--- config.mk ---
export PLATFORM = sky130hd
export DESIGN_NAME = seg_capture_decoder
export DESIGN_NICKNAME = d
export VERILOG_FILES = /design/src/rtl/seg_capture_decoder.sv
export SDC_FILE = /design/constraint.sdc
export NUM_CORES = 1
export LEC_CHECK = 0
export CAP_MARGIN = 5
export CORE_ASPECT_RATIO = 0.6
export CORE_MARGIN = 4
export CORE_UTILIZATION = 50
export CTS_BUF_LIST = sky130_fd_sc_hd__clkbuf_8
export CTS_CLUSTER_DIAMETER = 80
export CTS_CLUSTER_SIZE = 28
export DETAILED_ROUTE_END_ITERATION = 7
export GPL_ROUTABILITY_DRIVEN = 1
export PLACE_DENSITY_LB_ADDON = 0.25
export SYNTH_ARGS = -nofsm -noshare
export SYNTH_HDL_FRONTEND = slang
export SYNTH_SLANG_ARGS = --single-unit
--- constraint.sdc ---
create_clock -name clk -period 4.5 [get_ports clk]
set_clock_uncertainty 0.15 [all_clocks]
set_input_delay 0.9 -clock clk [delete_from_list [all_inputs] [get_ports clk]]
set_output_delay 0.9 -clock clk [all_outputs]
set_load 0.05 [all_outputs]
--- src/rtl/seg_capture_decoder.sv ---
// seg_capture_decoder: recovers hex digits from a multiplexed 7-segment bus once each pattern is stable
module seg_capture_decoder #(
    parameter int NDIG       = 4,
    parameter int STABLE_CYC = 4
) (
    input  logic              clk,
    input  logic              rst_n,
    input  logic [6:0]        seg,
    input  logic              dp,
    input  logic [NDIG-1:0]   an,
    output logic [4*NDIG-1:0] hex_out,
    output logic [NDIG-1:0]   dp_out,
    output logic [NDIG-1:0]   dig_valid,
    output logic              upd,
    output logic [2:0]        upd_idx,
    output logic              bad_pat
);
    localparam int W  = NDIG + 8;
    localparam int CW = $clog2(STABLE_CYC + 1);
    localparam logic [CW-1:0] SC = CW'(STABLE_CYC);
    typedef enum logic [1:0] {IDLE, COUNT, HELD} state_t;
    state_t state, state_nx;
    logic [W-1:0] s1, s2, p;
    logic [CW-1:0] cnt, cnt_nx;
    logic [NDIG-1:0] s_an;
    logic s_dp, an_ok, same, cap, legal;
    logic [6:0] s_seg;
    logic [3:0] nib;
    logic [2:0] idx;
    assign s_an  = s2[W-1:8];
    assign s_dp  = s2[7];
    assign s_seg = s2[6:0];
    assign an_ok = |s_an && ~|(s_an & (s_an - NDIG'(1)));
    assign same  = s2 == p;
    always_comb begin
        cnt_nx   = '0;
        state_nx = IDLE;
        cap      = 1'b0;
        if (an_ok) begin
            cnt_nx   = (state == COUNT && same) ? cnt + 1'b1 : (state == HELD && same) ? cnt : CW'(1);
            cap      = cnt_nx == SC && !(state == HELD && same);
            state_nx = (cap || (state == HELD && same)) ? HELD : COUNT;
        end
    end
    always_comb begin
        legal = 1'b1;
        nib   = 4'h0;
        case (s_seg)
            7'h7E: nib = 4'h0;
            7'h30: nib = 4'h1;
            7'h6D: nib = 4'h2;
            7'h79: nib = 4'h3;
            7'h33: nib = 4'h4;
            7'h5B: nib = 4'h5;
            7'h5F: nib = 4'h6;
            7'h70: nib = 4'h7;
            7'h7F: nib = 4'h8;
            7'h73: nib = 4'h9;
            7'h77: nib = 4'hA;
            7'h1F: nib = 4'hB;
            7'h4E: nib = 4'hC;
            7'h3D: nib = 4'hD;
            7'h4F: nib = 4'hE;
            7'h47: nib = 4'hF;
            default: legal = 1'b0;
        endcase
    end
    always_comb begin
        idx = '0;
        for (int i = 0; i < NDIG; i++) if (s_an[i]) idx = 3'(i);
    end
    always_ff @(posedge clk) begin
        if (!rst_n) begin
            s1        <= '0;
            s2        <= '0;
            p         <= '0;
            cnt       <= '0;
            state     <= IDLE;
            hex_out   <= '0;
            dp_out    <= '0;
            dig_valid <= '0;
            upd       <= 1'b0;
            upd_idx   <= '0;
            bad_pat   <= 1'b0;
        end else begin
            s1      <= {an, dp, seg};
            s2      <= s1;
            p       <= s2;
            state   <= state_nx;
            cnt     <= cnt_nx;
            upd     <= cap;
            bad_pat <= cap && !legal;
            if (cap) upd_idx <= idx;
            for (int i = 0; i < NDIG; i++) begin
                if (cap && s_an[i]) begin
                    dp_out[i]    <= s_dp;
                    dig_valid[i] <= legal;
                    if (legal) hex_out[4*i +: 4] <= nib;
                end
            end
        end
    end
endmodule

# ---- Word-level counts from Yosys, hierarchy flattened
# Cells that the tools add are included.
# Widths: inputs -> output; s select.
dict set report classes {
  n_addsub 2
  n_eq_ne 20
  mux 9
  n_bitwise 1
  n_reduce_logical 21
}
# op count
set op_table {}
lappend op_table {{$eq 7x7->1 const B} 12}
lappend op_table {{$pmux 4 s15} 1}
lappend op_table {{$eq 7x6->1 const B} 3}
lappend op_table {{$reduce_or 16->1} 1}
lappend op_table {{$eq 12x12->1} 1}
lappend op_table {{$mux 3} 4}
lappend op_table {{$reduce_and 2->1} 5}
lappend op_table {{$logic_and 1x1->1} 9}
lappend op_table {{$reduce_or 4->1} 2}
lappend op_table {{$eq 7x5->1 const B} 1}
lappend op_table {{$and 4x4->4} 1}
lappend op_table {{$sub 4x1->4 const B} 1}
lappend op_table {{$add 3x1->3 const B} 1}
lappend op_table {{$eq 3x3->1 const B} 1}
lappend op_table {{$logic_not 1->1} 3}
lappend op_table {{$mux 1} 3}
lappend op_table {{$eq 2x1->1 const B} 1}
lappend op_table {{$eq 2x2->1 const B} 1}
lappend op_table {{$mux 2} 1}
lappend op_table {{$logic_or 1x1->1} 1}
dict set report word_totals {
  register_bits 70
  input_bits 14
  out_inout_bits 29
  word_cells 73
}

# ---- Depth between registers and ports, before layout
dict set report depth {
  word_depth 9
  depth_mapped 8
  ltp_nobuf 7
}

# ---- Worst setup path before layout
# No wires, ideal clock.
dict set report synth_path {
  kind {flip-flop to flip-flop}
  startpoint {register s2[8]}
  endpoint {register hex_out[2]}
  t_arrival_ns 1.721
  t_required_ns 4.278
  setup_slack_ns 2.556
  path_stages_with_launch 9
  path_buffers 2
  synth_period_minus_slack_ns 1.944
  path_cell_list {dfxtp_1 -> clkbuf_1 -> xnor2_1 -> nand4_1 -> nor3_4 -> buf_6 -> nand4_2 -> nor2_2 -> mux2i_1}
}
dict set report synth_via {
  elab_chain_len 9
}
# item line
set synth_lines {}
lappend synth_lines {{from (decl)} 23} ;# logic [W-1:0] s1, s2, p;
lappend synth_lines {{from (signal assigned)} 75} ;# s2 <= '0;
lappend synth_lines {{from (signal assigned)} 87} ;# s2 <= s1;
lappend synth_lines {{$eq 12x12->1} 34} ;# assign same = s2 == p;
lappend synth_lines {{$logic_and 1x1->1} {40, 41}}
lappend synth_lines {{$mux 3 (2 in a row)} 40} ;# cnt_nx = (state == COUNT && same) ? cnt + 1'b1 : (state == HELD && same) ? cnt : CW'(1);
lappend synth_lines {{$eq 3x3->1} 41} ;# cap = cnt_nx == SC && !(state == HELD && same);
lappend synth_lines {{$logic_and 1x1->1} 41}
lappend synth_lines {{$mux 1} 39} ;# if (an_ok) begin
lappend synth_lines {{$logic_and 1x1->1 *} 95} ;# if (cap && s_an[i]) begin
lappend synth_lines {{$reduce_and 2->1 (no line) *} -}
lappend synth_lines {{to (signal, indexed assignment)} 98} ;# if (legal) hex_out[4*i +: 4] <= nib;
lappend synth_lines {{to (decl)} 11} ;# output logic [4*NDIG-1:0] hex_out,
# Mark *: on every way between the ends. The rest lies on a longest branch, timed or not.
# A chain may end at the register's enable or synchronous reset.

# ---- Worst setup path after layout
dict set report layout_path {
  startpoint {register s2[3]}
  endpoint {register hex_out[4]}
}
dict set report layout_via {
  elab_chain_len 9
}
# item line
set layout_lines {}
lappend layout_lines {{$eq 12x12->1} 34}
lappend layout_lines {{$logic_and 1x1->1} {40, 41}}
lappend layout_lines {{$mux 3 (2 in a row)} 40}
lappend layout_lines {{$eq 3x3->1} 41}
lappend layout_lines {{$logic_and 1x1->1} 41}
lappend layout_lines {{$mux 1} 39}
lappend layout_lines {{$logic_and 1x1->1} 95}
lappend layout_lines {{$reduce_and 2->1 (no line)} -}
# Parallel ways exist; a longest one is shown, timed or not.

==> run summary <==
The flow ran to the end, and the final reports show no timing, DRC or antenna violations. The number of max-slew violations in the final report was 0. The port buffer count was 41. For the count of max-cap constraint violations, the log shows 0.

For the worst-skew pair, the clock arrives at the later sink with an insertion delay of 0.34 ns. The initialized floorplan defines 20 standard-cell rows. Grouping stages by cell kind, the critical path spends the most delay in simple AND/OR/NAND/NOR gates. For met1 alone, demand over resource in global routing was 24.5%. The most used standard cell by instance count after synthesis was sky130_fd_sc_hd__dfxtp_1.

Of all cell types, the one taking the most synthesized area is sky130_fd_sc_hd__dfxtp_1. The number of placed instances, taps included was 390; the count of placed standard cells in the final layout, fillers left out was 406. During synthesis, Yosys emitted a total of 0 warnings. The tools report the number of failing hold endpoints at the final stage as 0.

The total iterations of the first detailed-routing run came out at 4. Once layout is complete, the utilization of the core stands at 64.2%. For this configuration, the core starts out at a cell density of 54.1%.

Counting both buffers and inverters, the worst setup path holds a total of 0. Ranked by total cell area, the synthesized netlist is headed by sky130_fd_sc_hd__dfxtp_1 (48%), sky130_fd_sc_hd__and2_1 (8.3%), sky130_fd_sc_hd__xnor2_1 (4.0%), sky130_fd_sc_hd__mux2i_1 (3.2%), sky130_fd_sc_hd__nand2_1 (2.5%). For the number of buffers inserted during clock tree synthesis, the log shows 9. Library cell appearing most often on the critical path: sky130_fd_sc_hd__o21ai_1. The die extent in x works out to 106 um. TritonCTS built the clock tree. For this run, design rule violations remaining after detail routing come to 0.

The tightest slew margin relative to the limit is 38.6%, and the power per cell area is 328 nW/um2. In this run the standard cell core region covers 5280 um2. The shortest period the worst path allows was 2.69 ns.

Across the VDD grid, the largest voltage drop is 210 uV. The post-CTS setup buffer count came out at 0. When the netlist entered floorplanning its net count stood at 310. The master cell of the clock root buffer is sky130_fd_sc_hd__clkbuf_8.

Setup violations remaining at the end of the flow were counted as 0. The maximum number of pins on one net before global-route repair was 68. The clock slew seen by the registers of the worst setup and hold paths came out at 0.07 ns.

STA puts the critical path data required time at 4.62 ns. The buffer depth of the longest clock path was 2. Ranked by instance count, the synthesized netlist is headed by sky130_fd_sc_hd__dfxtp_1 (69), sky130_fd_sc_hd__and2_1 (38), sky130_fd_sc_hd__nand2_1 (19).

The highest fanout seen on the critical path came out at 17. The worst setup path is launched from a register. At the end of the flow, the number of nets in the layout was 339.

The post-synthesis sequential area ratio was 48.4%; the height of the chip was 66.5 um. At the pin with the least slew margin, the transition time is 0.914 ns. The number of cells produced by synthesis was 295; the final period utilization was 59.7%. The synthesized design contains 0 enable-type register cells. In this run, synthesis produced a sequential element count of 69.

The share of the synthesized area in the top cell type is 48.4%. Setup slack closes at 1.81 ns. The final layout contains routed wiring with a total length of 5550 um. For the global-route wire length before repair, the log shows 9640 um. For the global routing met2 resource utilization, the log shows 25.4%. Hold timing on the final database bottoms out at a slack of 0.283 ns.

For the H-tree depth, the log shows 3. Number of global-route vias before repair: 1954. The die covers 7020 um2. Walking the worst path, the cells encountered are and4bb_4 > a21oi_2 > o21ai_1 > nor4_4 > o21ai_1 > o22ai_1. For the count of distinct cell types in the synthesized netlist, the log shows 51.

The slowest stage of the critical path is the sky130_fd_sc_hd__nor4_4 cell. The sort of element at the end of the critical path is a register. The fmax was 0.372 GHz; the antenna diode instance count was 0. Setup repair after global routing left no endpoint under its margin. After detailed placement, the total cell area comes to 3230 um2.

The critical path class was reg -> reg. The power consumption is 1.11 mW, and the mean instance size in the synthesized netlist is 9.67 um2. After routing the design area is 3390 um2. The final routed wire length divided by cell count works out to 13.7 um. The clock net sink count is 69, and the overall routing resource usage is 17.5%. The flip-flop cell with the highest count after synthesis is sky130_fd_sc_hd__dfxtp_1. The HPWL after detailed placement is 3870 um.

Total via count after detailed routing: 2089. The cell area after synthesis was 2850 um2. The total overflow left after global routing is 0. The standby leakage power is 1.25 nW, and the share of flip-flops with an asynchronous set or reset after synthesis is 0%.

The post-placement setup slack was 1.82 ns; the biggest cell delay along the critical path was 0.82 ns. The proportion of layout cells with a drive suffix above 1 works out to 7.29%. Hold buffer count at cts: 0. The initial antenna violation count is 0, and the area overhead of the layout relative to synthesis is 18.8%.

Using the TritonRoute via totals, the vias-per-cell ratio works out to 5.15. After global routing, the most crowded layer is met2. The path class of the tightest hold or removal check is reg -> reg. Pin placement for this block handled 43 I/O pins. In the final timing run, aggregate negative setup slack is 0 ns. The arrival time at the worst endpoint came out at 2.81 ns.

The tools report the global routing usage on met3 as 6.68%. Routability congestion estimate: 0.900. For the number of nets with antenna violations after routing, the log shows 0. DRC marker count from the first detailed-route iteration: 76. Once the clock tree was built, the resizer swapped 0 gates to a different size.
path summary, 6_finish.rpt:
kind              slack [ns]        startpoint  depth (start not counted)                       to
setup reg to reg        1.81  s2[3]$_SDFF_PN0_                          6  hex_out[4]$_SDFFE_PN0P_
hold reg to reg         0.28  s1[9]$_SDFF_PN0_                          1         s2[9]$_SDFF_PN0_
hold / removal          0.28  s1[9]$_SDFF_PN0_                          1         s2[9]$_SDFF_PN0_
setup / recovery        1.81  s2[3]$_SDFF_PN0_                          6  hex_out[4]$_SDFFE_PN0P_
logic make-up after synthesis:
family / count (synthesis) / synth area share (%)
AND/OR/NAND/NOR: 125 / 27.0
flip-flops: 69 / 48.4
AO/OA/AOI/OAI: 46 / 11.0
buffers and inverters: 29 / 5.22
XOR/XNOR: 15 / 4.60
multiplexers: 9 / 3.16
adder cells (fa/ha/maj): 1 / 0.438
other: 1 / 0.131
registers in the layout, summed over array words and instances (netlist names):
name       flops
bad_pat        1
cnt            3
dig_valid      4
dp_out         4
hex_out       16
p             12
s1            12
s2            12
state          2
upd            1
upd_idx        2
report_power, final:
group | total [mW] | internal [mW] | switching [mW]
clock | 0.411 | 0.192 | 0.220
combinational | 0.0596 | 0.0305 | 0.0291
sequential | 0.642 | 0.625 | 0.0174
layout by cell type (no fill, tap or decap), types with 2 or more instances in the layout:
| cell type | Yosys | routed |
|---|---|---|
| sky130_fd_sc_hd__xor2_1 | 2 | 2 |
| sky130_fd_sc_hd__clkinv_2 | 0 | 2 |
| sky130_fd_sc_hd__o21ai_1 | 2 | 2 |
| sky130_fd_sc_hd__clkdlybuf4s50_1 | 0 | 40 |
| sky130_fd_sc_hd__nand3_1 | 7 | 7 |
| sky130_fd_sc_hd__nand2_1 | 19 | 19 |
| sky130_fd_sc_hd__nand4_1 | 7 | 7 |
| sky130_fd_sc_hd__and3_1 | 6 | 6 |
| sky130_fd_sc_hd__and4b_1 | 2 | 2 |
| sky130_fd_sc_hd__o311a_1 | 2 | 2 |
| sky130_fd_sc_hd__nor2_1 | 13 | 13 |
| sky130_fd_sc_hd__o22ai_1 | 5 | 5 |
| sky130_fd_sc_hd__nand2b_1 | 7 | 7 |
| sky130_fd_sc_hd__xnor2_1 | 13 | 13 |
| sky130_fd_sc_hd__clkinvlp_4 | 0 | 2 |
| sky130_fd_sc_hd__o211ai_1 | 7 | 7 |
| sky130_fd_sc_hd__o21ai_0 | 12 | 12 |
| sky130_fd_sc_hd__nor4b_1 | 2 | 2 |
| sky130_fd_sc_hd__nand4b_1 | 2 | 2 |
| sky130_fd_sc_hd__clkbuf_8 | 0 | 9 |
| sky130_fd_sc_hd__a21oi_1 | 4 | 4 |
| sky130_fd_sc_hd__a31oi_1 | 2 | 2 |
| sky130_fd_sc_hd__nor2b_1 | 9 | 9 |
| sky130_fd_sc_hd__inv_1 | 6 | 9 |
| sky130_fd_sc_hd__nand3_2 | 3 | 3 |
| sky130_fd_sc_hd__mux2i_1 | 9 | 9 |
| sky130_fd_sc_hd__dfxtp_1 | 69 | 69 |
| sky130_fd_sc_hd__a22oi_1 | 3 | 3 |
| sky130_fd_sc_hd__and2_1 | 38 | 38 |
layout make-up:
class | count | area [um2]
repair buffers | 41 | 405
clock buffers | 9 | 124
well taps | 77 | 96.3
flip-flops and latches | 69 | 1380
clock inverters | 7 | 36.3
fillers | 429 | 1890
multi-input cells | 197 | 1320
inverters | 6 | 22.5
routing by layer:
layer / part of all wire (%) / vias up / wire length (um)
met1: 52 / 967 / 2880
met3: 5.0 / 5 / 275
met4: 0.69 / 0 / 38
met2: 42 / 42 / 2360
li1: - / 1075 / -
met5: 0 / - / 0
(Power assumes the default switching activity.)
